## config.mk

```make
export PLATFORM = sky130hd
export DESIGN_NAME = pc_fetch_sequencer
export DESIGN_NICKNAME = d
export VERILOG_FILES = /design/src/rtl/pc_fetch_sequencer.sv
export SDC_FILE = /design/constraint.sdc
export NUM_CORES = 1
export LEC_CHECK = 0
export ABC_AREA = 1
export CORE_UTILIZATION = 45
export CTS_BUF_LIST = sky130_fd_sc_hd__clkbuf_2 sky130_fd_sc_hd__clkbuf_4 sky130_fd_sc_hd__clkbuf_8
export CTS_CLUSTER_SIZE = 24
export DETAILED_ROUTE_END_ITERATION = 8
export HOLD_SLACK_MARGIN = 0.03
export MAX_ROUTING_LAYER = met4
export PLACE_DENSITY = 0.92
export SKIP_CTS_REPAIR_TIMING = 1
export SYNTH_ARGS = -nofsm -noshare
export SYNTH_HDL_FRONTEND = slang
export SYNTH_SLANG_ARGS = --single-unit
```

## constraint.sdc

```tcl
create_clock -name clk -period 13.51 [get_ports clk]
set_input_delay 2.702 -clock clk [delete_from_list [all_inputs] [get_ports clk]]
set_output_delay 2.702 -clock clk [all_outputs]
set_load 0.01 [all_outputs]
```

## src/rtl/pc_fetch_sequencer.sv

```systemverilog
// -----------------------------------------------------------------------------
// pc_fetch_sequencer
//
// Purpose:
//   Owns the architectural fetch PC and drives instruction fetch over a
//   request/grant/response instruction-memory interface. Only one transaction
//   is ever outstanding. Redirects from execute (jalr > jal > branch) override
//   stall and normal sequencing. Misaligned redirect targets are diverted to a
//   fixed trap vector. The fetched instruction is held at the IF/ID boundary
//   while decode stalls.
//
// Ports:
//   clk            in   1   clock, rising edge
//   reset          in   1   asynchronous, active-high
//   stall          in   1   decode cannot accept if_* this cycle
//   branch_taken   in   1   branch redirect request
//   branch_target  in  32   branch destination
//   jal            in   1   jal redirect request
//   jal_target     in  32   jal destination
//   jalr           in   1   jalr redirect request
//   jalr_target    in  32   jalr destination
//   imem_req       out  1   fetch request valid (state == REQ)
//   imem_addr      out 32   fetch address (== pc)
//   imem_gnt       in   1   request accepted this cycle
//   imem_rvalid    in   1   response data valid
//   imem_rdata     in  32   response instruction
//   if_valid       out  1   if_pc / if_instr valid to decode
//   if_pc          out 32   PC of presented instruction
//   if_instr       out 32   presented instruction (NOP_INSTR when not valid)
//   pc             out 32   current fetch PC
//   misalign_trap  out  1   one-cycle pulse: selected redirect target misaligned
//   trap_addr      out 32   offending target, held until the next trap
// -----------------------------------------------------------------------------
module pc_fetch_sequencer #(
    parameter logic [31:0] RESET_PC  = 32'h0000_0000,
    parameter logic [31:0] TRAP_VEC  = 32'h0000_0100,
    parameter logic [31:0] NOP_INSTR = 32'h0000_0013
) (
    input  logic        clk,
    input  logic        reset,
    input  logic        stall,
    input  logic        branch_taken,
    input  logic [31:0] branch_target,
    input  logic        jal,
    input  logic [31:0] jal_target,
    input  logic        jalr,
    input  logic [31:0] jalr_target,
    output logic        imem_req,
    output logic [31:0] imem_addr,
    input  logic        imem_gnt,
    input  logic        imem_rvalid,
    input  logic [31:0] imem_rdata,
    output logic        if_valid,
    output logic [31:0] if_pc,
    output logic [31:0] if_instr,
    output logic [31:0] pc,
    output logic        misalign_trap,
    output logic [31:0] trap_addr
);

    typedef enum logic [1:0] {
        BOOT = 2'd0,
        REQ  = 2'd1,
        WAIT = 2'd2,
        HOLD = 2'd3
    } state_t;

    state_t      state_q,    state_d;
    logic [31:0] pc_q,       pc_d;
    logic        if_valid_q, if_valid_d;
    logic [31:0] if_pc_q,    if_pc_d;
    logic [31:0] if_instr_q, if_instr_d;
    logic        trap_q,     trap_d;
    logic [31:0] trap_addr_q, trap_addr_d;
    // Set when the in-flight response belongs to a fetch that a redirect
    // has made stale; that response must be swallowed, not presented.
    logic        discard_q,  discard_d;

    logic        redir_active;
    logic [31:0] redir_target;
    logic        redir_misaligned;
    logic [31:0] redir_effective;
    logic        hold_present;

    // Sequential successor; 32-bit addition wraps FFFF_FFFC -> 0 naturally.
    function automatic logic [31:0] seq_next(input logic [31:0] cur);
        return cur + 32'd4;
    endfunction

    // Redirect source priority: jalr over jal over branch.
    function automatic logic [31:0] pick_target(
        input logic        sel_jalr,
        input logic [31:0] t_jalr,
        input logic        sel_jal,
        input logic [31:0] t_jal,
        input logic [31:0] t_branch
    );
        if (sel_jalr) begin
            return t_jalr;
        end else if (sel_jal) begin
            return t_jal;
        end
        return t_branch;
    endfunction

    // ---------------------------------------------------------------------
    // Redirect selection
    // ---------------------------------------------------------------------
    always_comb begin
        redir_active     = jalr | jal | branch_taken;
        redir_target     = pick_target(jalr, jalr_target, jal, jal_target, branch_target);
        redir_misaligned = redir_active && (redir_target[1:0] != 2'b00);
        redir_effective  = redir_misaligned ? TRAP_VEC : redir_target;
    end

    // An instruction that is presented and not consumed stays put.
    assign hold_present = if_valid_q && stall;

    // ---------------------------------------------------------------------
    // Next-state / next-output logic
    // ---------------------------------------------------------------------
    always_comb begin
        state_d     = state_q;
        pc_d        = pc_q;
        discard_d   = discard_q;
        trap_d      = 1'b0;
        trap_addr_d = trap_addr_q;
        if_pc_d     = if_pc_q;
        if (hold_present) begin
            if_valid_d = 1'b1;
            if_instr_d = if_instr_q;
        end else begin
            if_valid_d = 1'b0;
            if_instr_d = NOP_INSTR;
        end

        if (redir_active) begin
            // Redirect wins over stall and over normal sequencing; anything
            // presented to decode belongs to the wrong path and is flushed.
            pc_d       = redir_effective;
            if_valid_d = 1'b0;
            if_instr_d = NOP_INSTR;
            if (redir_misaligned) begin
                trap_d      = 1'b1;
                trap_addr_d = redir_target;
            end
            case (state_q)
                BOOT: state_d = REQ;
                REQ: begin
                    // A grant on this edge commits the old request; its
                    // response is still coming and must be dropped.
                    if (imem_gnt) begin
                        state_d   = WAIT;
                        discard_d = 1'b1;
                    end
                end
                WAIT: begin
                    if (imem_rvalid) begin
                        state_d   = REQ;
                        discard_d = 1'b0;
                    end else begin
                        discard_d = 1'b1;
                    end
                end
                HOLD: state_d = REQ;
                default: state_d = BOOT;
            endcase
        end else begin
            case (state_q)
                BOOT: state_d = REQ;
                REQ: begin
                    if (imem_gnt) begin
                        state_d = WAIT;
                    end
                end
                WAIT: begin
                    if (imem_rvalid) begin
                        if (discard_q) begin
                            // Stale response: pc already points at the
                            // redirect target, so no increment here.
                            discard_d = 1'b0;
                            state_d   = REQ;
                        end else begin
                            if_valid_d = 1'b1;
                            if_pc_d    = pc_q;
                            if_instr_d = imem_rdata;
                            pc_d       = seq_next(pc_q);
                            state_d    = stall ? HOLD : REQ;
                        end
                    end
                end
                HOLD: begin
                    if (!stall) begin
                        state_d = REQ;
                    end
                end
                default: state_d = BOOT;
            endcase
        end
    end

    // ---------------------------------------------------------------------
    // State and output registers
    // ---------------------------------------------------------------------
    always_ff @(posedge clk or posedge reset) begin
        if (reset) begin
            state_q     <= BOOT;
            pc_q        <= RESET_PC;
            if_valid_q  <= 1'b0;
            if_pc_q     <= 32'h0000_0000;
            if_instr_q  <= NOP_INSTR;
            trap_q      <= 1'b0;
            trap_addr_q <= 32'h0000_0000;
            discard_q   <= 1'b0;
        end else begin
            state_q     <= state_d;
            pc_q        <= pc_d;
            if_valid_q  <= if_valid_d;
            if_pc_q     <= if_pc_d;
            if_instr_q  <= if_instr_d;
            trap_q      <= trap_d;
            trap_addr_q <= trap_addr_d;
            discard_q   <= discard_d;
        end
    end

    // Request is a pure decode of state so it drops the moment the
    // sequencer leaves REQ; this guarantees a single outstanding fetch.
    assign imem_req      = (state_q == REQ);
    assign imem_addr     = pc_q;
    assign pc            = pc_q;
    assign if_valid      = if_valid_q;
    assign if_pc         = if_pc_q;
    assign if_instr      = if_instr_q;
    assign misalign_trap = trap_q;
    assign trap_addr     = trap_addr_q;

endmodule

```

== Yosys cells after proc, flatten, opt, wreduce, memory -nomap -nowiden ==
Cells that the tools add are included.

* Flip-flop bits (word level): 133
* Input port bits: 136
* Output and inout bits: 163
* Logic and storage cells: 70

* Add/sub/neg operators: 1
* Equal/unequal tests: 7
* Mux-type cells: 37
* Bitwise operators: 4
* Reduce and logical (&&, ||, !) cells: 13

{| class="wikitable"
|+ Operator list
! cell !! number
|-
| 2-to-1 mux 32 bit || 13
|-
| adder 32 x 3 -> 32 bit, second input constant || 1
|-
| 2-to-1 mux 1 bit || 14
|-
| 2-to-1 mux 2 bit || 7
|-
| one-hot mux 2 bit (4 select lines) || 1
|-
| AND reduction 4 bit || 2
|-
| nonzero test 2 bit || 4
|-
| != test 3 bit, second input constant || 2
|-
| one-hot mux 2 bit (3 select lines) || 1
|-
| equality test 2 bit, second input constant || 2
|-
| AND reduction 2 bit || 2
|-
| AND reduction 3 bit || 1
|-
| equality test 2 x 1 -> 1 bit, second input constant || 1
|-
| logical AND 1 bit || 2
|-
| logical NOT 2 bit || 1
|-
| != test 2 x 1 -> 1 bit, second input constant || 1
|-
| != test 2 bit, second input constant || 1
|-
| NOT 1 bit || 2
|-
| bitwise OR 1 bit || 2
|-
| one-hot mux 1 bit (2 select lines) || 1
|-
| OR reduction 2 bit || 1
|}

== Depth between registers and ports, before layout ==
* Depth after elaboration: 7
* Gate-level depth with buffers: 11
* Gate-level depth less buffers: 10

== Worst setup path before layout ==
No wires, ideal clock.

* Path type: input -> register
* Start point: input port jalr
* End point: register if_pc_q[10] (netlist: if_pc[10])
* Setup time: 0.117 ns
* Arrival time: 3.654 ns
* Data required time: 13.393 ns
* Setup slack: 9.740 ns
* Cell stages on the path: 9
* Path buffers: 3
* Cell sequence: buf_6 > nor2_8 > nand2_4 > nor2_8 > inv_2 > buf_6 > buf_6 > nand2_1 > nand2_1

* Cells in the longest elaborated chain, start to end: 4

{| class="wikitable"
|+ RTL lines
! element !! line !! RTL
|-
| start: declaration || 46 || <nowiki>input logic jalr,</nowiki>
|-
| bitwise OR 1 bit (2 in a row) || 110 || <nowiki>redir_active = jalr | jal | branch_taken;</nowiki>
|-
| NOT 1 bit (no source line) || - ||
|-
| AND reduction 4 bit (no source line) || - ||
|-
| end signal: assignment || 219 || <nowiki>if_pc_q <= if_pc_d;</nowiki>
|-
| end: declaration || 71 || <nowiki>logic [31:0] if_pc_q, if_pc_d;</nowiki>
|}

Every way passes these cells.
A chain may end at the register's enable or synchronous reset.

== Worst setup path in the final report ==
* Start point: input port jal
* End point: register pc_q[24] (netlist: imem_addr[24])

* Cells in the longest elaborated chain, start to end: 7

{| class="wikitable"
|+ RTL lines
! element !! line !! RTL
|-
| start: declaration || 44 || <nowiki>input logic jal,</nowiki>
|-
| 2-to-1 mux 1 bit || 100 || <nowiki>end else if (sel_jal) begin</nowiki>
|-
| 2-to-1 mux 1 bit || 98 || <nowiki>if (sel_jalr) begin</nowiki>
|-
| 2-to-1 mux 32 bit || 103 || <nowiki>return t_branch;</nowiki>
|-
| nonzero test 2 bit || 112 || <nowiki>redir_misaligned = redir_active && (redir_target[1:0] != 2'b00);</nowiki>
|-
| logical AND 1 bit || 112 ||
|-
| 2-to-1 mux 32 bit || 113 || <nowiki>redir_effective = redir_misaligned ? TRAP_VEC : redir_target;</nowiki>
|-
| 2-to-1 mux 32 bit || 137 || <nowiki>if (redir_active) begin</nowiki>
|-
| end signal: assignment || 217 || <nowiki>pc_q <= pc_d;</nowiki>
|-
| end: declaration || 69 || <nowiki>logic [31:0] pc_q, pc_d;</nowiki>
|}

Several ways; a longest one is shown, not always the timed one.

==> key figures <==
Status
  • Status: finished, final reports clean

Min path
  • Hold Crit Class: flop to flop
  • Worst hold stages: 2

Drt
  • WL final: 23080 um
  • Drt via density: 5.309
  • Final ANT Viol Nets: 0
  • WL per Instance: 16.57 um
  • Vias: 7395
  • Number of remaining DRC errors: 0
  • DRT iter0 DRCs: 616
  • Drt first pass iters: 5

Synth
  • Synth area leader: dfrtp_1
  • Synth area leaders: dfrtp_1, nand2_1, nand3_1, nor2_1, buf_4
  • Top-area cell type share of the netlist area: 45.53%
  • Post-synthesis sequential area ratio: 46.63%
  • Yosys cell types: 36
  • Cells after Synth: 926
  • Yosys reg bits: 133
  • Avg Cell Area, Syn: 7.717 sq um
  • Synthesized net count: 1066
  • Synthesized cell area: 7146 sq um
  • Yosys warns: 0

Timing
  • Least-Margin Pin Slew: 1.059 ns
  • TNS Setup: 0 ns
  • Pins Over Slew Limit: 0
  • Max-slew headroom: 29.30%
  • RSZ-0062 raised after global routing: false
  • Setup Skew: 0.01055 ns
  • Tmin final: 6.189 ns
  • Fmax: 0.1616 GHz
  • Final setup vio count: 0
  • Final hold vios: 0
  • Period utilisation layout: 45.81%

CTS
  • CTS Buffer Depth: 2
  • Clk_lat worst skew: 0.46 ns
  • H-tree levels: 4
  • TritonCTS clock tree: yes
  • CTS sink cnt: 133
  • Root Driver: clkbuf_8
  • Total CTS buffers: 17
  • Worst-path clk slew: 0.07 ns

Critical path
  • R2R setup slack: 10.37 ns
  • Crit path cell chain: clkdlybuf4s50_1, nor2_8, nand2_4, inv_2, nand2_4, inv_2, nor2_1, a21oi_1
  • CP Buf/Inv Count: 3
  • WP data required: 13.88 ns
  • Arrival time at the worst endpoint: 6.56 ns
  • Critical path's largest stage delay: 0.76 ns
  • CP Class: primary input to flop
  • Crit path max-delay family: buffers and inverters
  • Worst Reg-to-Reg Cells: 9
  • Startpoint types: primary input
  • Setup crit end kind: flop
  • CP max stage cell: clkdlybuf4s50_1
  • Number of cells on the critical path: 8
  • Maximum fanout along the worst path: 43

Power and ir drop
  • Final Power: 1069 uW
  • Net load switching power: 327.7 uW
  • Clk network pwr share: 31.6%
  • Reg power frac: 43.6%
  • Int Pwr: 741.7 uW
  • Net Sw Frac: 30.64%
  • Leakage Power: 0.004483 uW
  • Combinational Power Share: 24.8%
  • PD cells: 103.6 nW/um^2
  • Maximum VDD drop: 0.05921 mV

Floorplanning
  • Die Span Y: 128.0 um
  • Starting Density: 46.49%
  • Die X-Extent: 128.0 um
  • Die area: 16390 sq um
  • I/O pin count: 299
  • Core box area: 15370 sq um
  • Row count: 45

Placed design
  • Placed cells: 1361
  • IO buf count: 298
  • DP HPWL: 17210 um
  • Routability cong.: 0.9589
  • Post-Place Cell Area: 9918 sq um

Finish
  • Fill cell count: 1240
  • Most common cell after layout, fill and taps aside: nand2_1
  • Synthesis-to-layout area growth: 44.46%
  • Diodes inserted: 0
  • Non-Filler Instances: 1393
  • Nets: 1309
  • Final core utilization: 67.16%
  • Share of cells above drive strength 1: 5.668%
  • Finished Cell Area: 10320 sq um
  • Most frequent cells in the layout: nand2_1, clkdlybuf4s50_1, dfrtp_1

Global route
  • Largest net degree at the start of global routing: 82
  • Total grt overflow: 0
  • Total global-route track usage: 29.82%
  • First-pass GRT wire length: 36130 um
  • Vias in the first global route: 6899
  • Initial antenna violation count: 0

Run
  • Max-Cap Viols: 0
worst paths after layout:
kind | startpoint | to
worst min-delay path | trap_addr[6]$_DFFE_PP0P_ | trap_addr[6]$_DFFE_PP0P_
max in group asynchronous | reset | imem_addr[5]$_DFFE_PP0P_
worst min register to register | trap_addr[6]$_DFFE_PP0P_ | trap_addr[6]$_DFFE_PP0P_
worst max register to register | state_q[0]$_DFFE_PP0P_ | if_instr[0]$_DFF_PP1_
worst max-delay path | jal | imem_addr[24]$_DFFE_PP0P_
min in group asynchronous | reset | if_instr[27]$_DFF_PP0_
tightest hold or removal path, delay by kind of cell (launching register included):
family,cells,cell delay [ns]
simple gates,2,0.10
flops,1,0.35
power groups by stage:
stage	Combinational, uW	Sequential (uW)	Clock (uW)
3_5_place_dp	263	472	0
3_3_place_gp	258	471	0
2_1_floorplan	114	477	0
6_report	265	467	338
5_1_grt	288	471	357
4_1_cts	265	465	341
kinds of logic after synthesis:
family,share of synthesized area (%)
compound gates,11.40
buf+inv,10.35
simple gates,30.92
flops,46.63
fa+ha+maj,0.7004
Yosys cell counts, drive strengths merged:
cell / count
clkbuf: 17
o21ai: 70
o211ai: 5
o21a: 1
a32o: 25
clkinv: 1
buf: 59
nand4: 5
a22o: 1
and2: 2
a21oi: 22
nand3b: 1
nand2: 319
o22ai: 4
dfstp: 3
dfrtp: 130
nor2: 94
nand3: 94
nor3: 5
a31oi: 1
ha: 4
inv: 63
metrics by stage:
| stage | hold WS (ns) | setup WS, ns |
|---|---|---|
| final | 0.4739 | 7.321 |
| after detailed placement | 0.4580 | 7.004 |
| after floorplan | 0.4999 | 7.259 |
| after global routing | 0.4904 | 7.126 |
| after CTS | 0.4761 | 7.480 |
| after global placement | 0.4533 | 7.136 |
cell type report:
cell class	count	area (sq um)	area share [%]
Inverter	64	247.7	2.400
Tap cell	211	264.0	2.558
Clock inverter	12	128.9	1.248
Clock buffer	20	275.3	2.667
Sequential cell	133	3332	32.28
Timing Repair Buffer	300	2998	29.04
Multi-Input combinational cell	653	3077	29.81
state kept, by name, summed over array words and instances, names as in the netlist:
name,count
misalign_trap,1
if_pc,32
if_valid,1
trap_addr,32
if_instr,32
imem_addr,32
discard_q,1
state_q,2
per-layer routing:
layer | global-route usage (%) | up-vias | share of wire (%)
li1 | - | 3466 | -
met1 | 38.34 | 3484 | 41
met2 | 47.60 | 401 | 48
met3 | 6.093 | 44 | 8.6
met4 | 8.997 | 0 | 2.3
met5 | - | - | 0
Note: power is estimated with default switching activity, not from simulation.
